==> config.mk <==
export PLATFORM = sky130hd
export DESIGN_NAME = reg_wr_arb
export DESIGN_NICKNAME = d
export VERILOG_FILES = /design/src/rtl/reg_wr_arb.sv
export SDC_FILE = /design/constraint.sdc
export NUM_CORES = 1
export LEC_CHECK = 0
export BUFFER_PORTS_ARGS = -buffer_cell sky130_fd_sc_hd__buf_4
export CAP_MARGIN = 0
export CORE_UTILIZATION = 42
export DETAILED_ROUTE_END_ITERATION = 10
export GPL_TIMING_DRIVEN = 0
export HOLD_SLACK_MARGIN = 0.15
export PLACE_DENSITY = 0.83
export SLEW_MARGIN = 25
export SYNTH_ARGS = -nofsm -noshare
export SYNTH_HDL_FRONTEND = slang
export SYNTH_SLANG_ARGS = --single-unit
==> constraint.sdc <==
create_clock -name clk -period 1.65 [get_ports clk]
set_clock_uncertainty 0.05 [all_clocks]
set_input_delay 0 -clock clk [delete_from_list [all_inputs] [get_ports clk]]
set_output_delay 0 -clock clk [all_outputs]
set_load 0.01 [all_outputs]
==> src/rtl/reg_wr_arb.sv <==
// Two-requester round-robin write arbiter driving a bank of 2**ADDR_W registers, with a synchronous clear path.
// Optional contention counter enabled by defining REG_WR_ARB_COLL_CNT_EN.
module reg_wr_arb #(
  parameter int N      = 32,
  parameter int ADDR_W = 2
) (
  input  logic                   clk,
  input  logic                   reset_n,
  input  logic                   a_valid,
  input  logic [ADDR_W-1:0]      a_addr,
  input  logic [N-1:0]           a_data,
  output logic                   a_ready,
  input  logic                   b_valid,
  input  logic [ADDR_W-1:0]      b_addr,
  input  logic [N-1:0]           b_data,
  output logic                   b_ready,
  input  logic                   clr_req,
  output logic [2**ADDR_W-1:0]   wr_en,
  output logic [N-1:0]           wr_data,
  output logic                   reg_clr,
  output logic                   clr_ack,
  output logic [7:0]             coll_cnt
);

  localparam int NUM_REGS = 2**ADDR_W;

  typedef enum logic [1:0] {IDLE, WRITE, CLEAR} state_t;

  state_t                state;
  state_t                next_state;
  logic                  prio_b;
  logic                  a_acc;
  logic                  b_acc;
  logic [ADDR_W-1:0]     sel_addr;
  logic [N-1:0]          sel_data;
  logic [NUM_REGS-1:0]   sel_onehot;
  logic [NUM_REGS-1:0]   wr_en_q;
  logic [N-1:0]          wr_data_q;

  // Grants are combinational; prio_b set means B wins the next contention.
  always_comb begin
    a_ready = 1'b0;
    b_ready = 1'b0;
    if (reset_n && !clr_req) begin
      if (a_valid && b_valid) begin
        a_ready = !prio_b;
        b_ready = prio_b;
      end else begin
        a_ready = a_valid;
        b_ready = b_valid;
      end
    end
  end

  assign a_acc = a_valid & a_ready;
  assign b_acc = b_valid & b_ready;

  always_comb begin
    sel_addr   = a_acc ? a_addr : b_addr;
    sel_data   = a_acc ? a_data : b_data;
    sel_onehot = '0;
    sel_onehot[sel_addr] = 1'b1;
  end

  always_comb begin
    next_state = IDLE;
    if (clr_req) begin
      next_state = CLEAR;
    end else if (a_acc || b_acc) begin
      next_state = WRITE;
    end
  end

  always_ff @(posedge clk) begin
    if (!reset_n) begin
      state     <= IDLE;
      wr_en_q   <= '0;
      wr_data_q <= '0;
      prio_b    <= 1'b0;
    end else begin
      state <= next_state;
      if (next_state == WRITE) begin
        wr_en_q   <= sel_onehot;
        wr_data_q <= sel_data;
        prio_b    <= a_acc;
      end
    end
  end

  // Gating with reset_n kills a write pulse whose cycle coincides with reset assertion.
  assign wr_en   = (state == WRITE && reset_n) ? wr_en_q : '0;
  assign wr_data = wr_data_q;
  assign reg_clr = (state == CLEAR) && reset_n;
  assign clr_ack = (state == CLEAR) && reset_n;

`ifdef REG_WR_ARB_COLL_CNT_EN
  logic [7:0] coll_q;

  always_ff @(posedge clk) begin
    if (!reset_n || clr_req) begin
      coll_q <= '0;
    end else if (a_valid && b_valid && coll_q != 8'hFF) begin
      coll_q <= coll_q + 8'd1;
    end
  end

  assign coll_cnt = coll_q;
`else
  assign coll_cnt = '0;
`endif

endmodule

======== Word level (Yosys, flattened, before mapping) ========
Cells that the tools add are included.
storage, ports and cells
  output and inout port bits .............. 48
  input port bits ......................... 73
  register bits after elaboration ......... 39
cells by class
  bitwise gates (word level) .............. 2
  reduce and logical (&&, ||, !) cells .... 8
  muxes and demuxes ....................... 11
  order comparisons ....................... 2
  equal/unequal tests ..................... 3
operators by type and width
  kind                count
  $mux 32             1
  $mux 1              6
  $logic_and 1x1->1   5
  $eq 2x1->1 const B  2
  $mux 2              2
  $mux 4              1
  $lt 2x3->1 const B  1
  $and 1x1->1         2
  $demux 1 s2         1
  $eq 2x2->1 const B  1
  $ge 2x1->1 const B  1
  $logic_not 1->1     2
  $logic_or 1x1->1    1

======== Logic depth before layout (Yosys ltp) ========
  word-level depth ........................ 9
  gate-level depth with buffers ........... 5
  depth with buffers taken out ............ 3

======== Worst setup path after synthesis ========
OpenSTA, ideal clock, no wires.
  kind .................................... reg2reg
  start ................................... reg prio_b
  end ..................................... reg wr_en_q[0]
  period minus slack after synthesis ...... 1.255 ns
  library setup time ...................... 0.074 ns
  path slack .............................. 0.395 ns
  data arrival time ....................... 1.131 ns
  stages on the path, launching flop included .. 5
  path through ............................ dfxtp_1 a21bo_1 buf_6 or4_1 a31oi_1
on the way
  cells in the longest elaborated chain, start to end .. 9
ends and longest elaborated chain
  item                                                            line  RTL
  start, declared                                                 31    logic prio_b;
  start signal, assigned                                          79    prio_b <= 1'b0;
  start signal, assigned                                          85    prio_b <= a_acc;
  $logic_not 1->1                                                 46    a_ready = !prio_b;
  $mux 1                                                          45    if (a_valid && b_valid) begin
  $mux 1                                                          44    if (reset_n && !clr_req) begin
  $and 1x1->1                                                     55    assign a_acc = a_valid & a_ready;
  $mux 2                                                          59    sel_addr = a_acc ? a_addr : b_addr;
  $lt 2x3->1 (implied by the code) or $ge 2x1->1 (tied branches)  62    sel_onehot[sel_addr] = 1'b1;
  $logic_and 1x1->1 (implied by the code)                         62
  $mux 1 (implied by the code)                                    62
  $demux 1 s2                                                     62
  end signal, assigned                                            83    wr_en_q <= sel_onehot;
  end, declared                                                   37    logic [NUM_REGS-1:0] wr_en_q;
Parallel ways exist; a longest one is shown, timed or not.
A chain may end at the register's enable or synchronous reset.

======== Worst setup path after layout ========
  start ................................... in a_valid
  end ..................................... reg wr_data_q[28], in the netlist wr_data[28]
on the way
  cells in the longest elaborated chain, start to end .. 8
ends and longest elaborated chain
  item                            line    RTL
  start, declared                 9       input logic a_valid,
  $logic_and 1x1->1               45
  $mux 1                          45
  $mux 1                          44
  $and 1x1->1 (on tied branches)  55, 56
  $logic_or 1x1->1                69      end else if (a_acc || b_acc) begin
  $mux 1                          69
  $mux 2                          67      if (clr_req) begin
  $eq 2x1->1                      82      if (next_state == WRITE) begin
  end signal, assigned            84      wr_data_q <= sel_data;
  end, declared                   38      logic [N-1:0] wr_data_q;
Parallel ways exist; a longest one is shown, timed or not.

==> results_dict.tcl <==
set metrics [dict create \
    outcome "finished clean" \
    wl_mm 7.82 \
    synth_area_per_cell_um2 8.16 \
    overflow 0 \
    final-seq-area_um2 781 \
    fillerInstances 248 \
    synth_common_cells "nand2_1, dfxtp_1, a21oi_1" \
    hp-class "primary input to register" \
    pre_cts_ws_ps 248 \
    num_antenna_cells 0 \
    chipWidth_um 69.3 \
    synth_top_family_by_area "compound AO/OA/AOI/OAI gates" \
    synth_most_common_cell "nand2_1" \
    crit_fanout 10 \
    cts.sinks 39 \
    layout_setup_ws_ps 74.2 \
    nNetsFinal 507 \
    wl_per_cell_um 16.1 \
    pwr_density_cell_mw_per_mm2 655 \
    hp-start "b_valid" \
    synth.largest_area_cell "dfxtp_1" \
    required_ps 1770 \
    intPower_mw 1.74 \
    switchingPower_mw 0.669 \
    synth-adder-area-share_pct 0 \
    cts_buffers 5 \
    vias_per_cell 5.32 \
    hold-path-cell-count 4 \
    muxShareOfSynthArea_pct 6.32 \
    fin_area_mm2 0.00368 \
    fin_setup_tns_ps 0 \
    die_y_um 69.3 \
    synth_top_area_share_pct 41.1 \
    ys_seq_area_share_pct 41.1 \
    cts_tree "built" \
    grt_pass1_vias 2645 \
    grt_use_total_pct 32.8 \
    clk_latency_ps 290 \
    max-cap-violations 0 \
    cp-start-kind "primary input" \
    dp_hpwl_mm 4.26 \
    sequentialPowerShare_pct 43.4 \
    met2_usage_pct 59.5 \
    grt_max_degree 12 \
    finalHoldViolations 0 \
    syn_inst 233 \
    regToRegSetupSlack_ps 160 \
    synth_edf_count 0 \
    r2r_end "wr_data[28]$_SDFFE_PN0N_" \
    cp.arrival_ps 1700 \
    postSynth.asyncResetShare_pct 0 \
    place_inst 404 \
    ctsRootBufferMaster "clkbuf_8" \
    r2r_cells 5 \
    drive_gt1_share_pct 34.6 \
    ys.flop_type "dfxtp_1" \
    min_period_ps 1580 \
    synth_cell_types 28 \
    path_clk_slew_ps 80 \
    ios 121 \
    globalplace.congestion 0.779 \
    p_clk_share_pct 27.1 \
    mappedNetlistArea_mm2 0.00190 \
    use_met3_pct 6.54 \
    dpl_cell_area_mm2 0.00283 \
    clock.fmax_mhz 635 \
    cts_max_level 2 \
    route.detailed.drc 0 \
    num_vias 2584 \
    cts_buffer_depth 2 \
    fp-row-count 24 \
    final_cell_count_no_fill 486 \
    synth-simple-area-share_pct 18.6 \
    drt_pass1_iterations 4 \
    synth_xor_area_share_pct 0 \
    grt_antenna_before_repair 0 \
    multi_input_area_um2 973 \
    r2r-start "prio_b$_SDFFE_PN0N_" \
    ys_seq_elements 39 \
    top_usage_layer "met2" \
    yosysWarningCount 0 \
    cp-end-kind "register" \
    setup_viol 0 \
    slew_viol_final 0 \
    synth_compound_area_share_pct 24.6 \
    antenna_left 0 \
    grt_util_met1_pct 33.9 \
    crit_type "primary input to register" \
    power.leakage_nw 1.71 \
    power.share.combinational_pct 29.5 \
    period_share_pct 95.5 \
    die_area_mm2 0.00480 \
    grt_pass1_wl_mm 12.5 \
    min_to "wr_data[31]$_SDFFE_PN0N_" \
    rsz0062_at_grt "no" \
    start_util_pct 43.7 \
    drt_iter0_drc 127 \
    swShare_pct 27.8 \
    synthTopCellsByArea "dfxtp_1, nand2_1, a311oi_1" \
    port_buffers 112 \
    synthToLayoutAreaGrowth_pct 93.4 \
    ir_drop_v 0.000483 \
    core_area_mm2 0.00435 \
]
## critical path, cell delays in order
cell,delay (ps)
dlygate4sd3_1,550
buf_4,160
a21bo_1,180
buf_6,130
buf_2,230
nand2_1,100
a311oi_1,350
## worst max-delay path by stage
stage / to / from
after global routing: wr_data[28]$_SDFFE_PN0N_ / a_valid
after detailed placement: wr_data[19]$_SDFFE_PN0N_ / prio_b$_SDFFE_PN0N_
after global placement: wr_data[3]$_SDFFE_PN0N_ / prio_b$_SDFFE_PN0N_
after floorplan: wr_en_q[0]$_SDFFE_PN0N_ / prio_b$_SDFFE_PN0N_
after CTS: wr_data[2]$_SDFFE_PN0N_ / clr_req
final: wr_data[28]$_SDFFE_PN0N_ / a_valid
## placed cells by master, fill, tap and decap left out, drive strengths merged, types with 4 or more instances in the layout
cell	synthesis	final
nand2	61	61
a31oi	4	4
dfxtp	39	39
a21oi	28	28
mux2i	12	12
dlygate4sd3	0	74
buf	25	136
o21ai	8	8
clkbuf	3	11
a311oi	26	26
conb	1	8
nor2	4	4
and2	5	5
## logic make-up after synthesis
group,count (synthesis)
multiplexers,12
flip-flops,39
buffers and inverters,31
other,1
AND/OR/NAND/NOR,80
AO/OA/AOI/OAI,70
## final cells by class
class,count,share of cell area (%)
timing repair buffer,187,43.2
multi-input combinational,170,26.5
sequential,39,21.2
buffer,28,4.66
clock buffer,6,2.24
tap,52,1.77
inverter,3,0.306
clock inverter,1,0.136
## sequential cells by signal, indices dropped and copies added, names as in the netlist
name	cells
state	2
wr_data	32
wr_en_q	4
prio_b	1
## stage by stage
stage	util (%)	total power [mW]	hold WS [ps]
3_3_place_gp	65.1	1.59	185
6_report	84.5	2.41	165
2_1_floorplan	-	1.32	31.5
4_1_cts	84.1	2.39	167
5_1_grt	84.5	2.52	216
3_5_place_dp	65.1	1.60	186
## power groups by stage
stage	registers [mW]	logic, mW	clock network [mW]
global route	1.05	0.760	0.705
finish	1.05	0.712	0.653
floorplan	1.08	0.233	0
global placement	1.06	0.528	0
detailed placement	1.06	0.537	0
CTS	1.04	0.679	0.670
## layer usage
metal	part of all wire, %	vias to the layer above	routed length (µm)
li1	-	1215	-
met1	36	1199	2790
met2	54	130	4190
met3	5.4	40	421
met4	5.3	0	415
met5	0	-	0
## timing repair
item                                   in CTS  in global routing
setup endpoints to repair                   0                 22
hold buffers                               74                  0
setup buffers                               0                  1
endpoints found under the hold margin      38                  0
gates resized for setup                     0                  6
(Power assumes the default switching activity.)
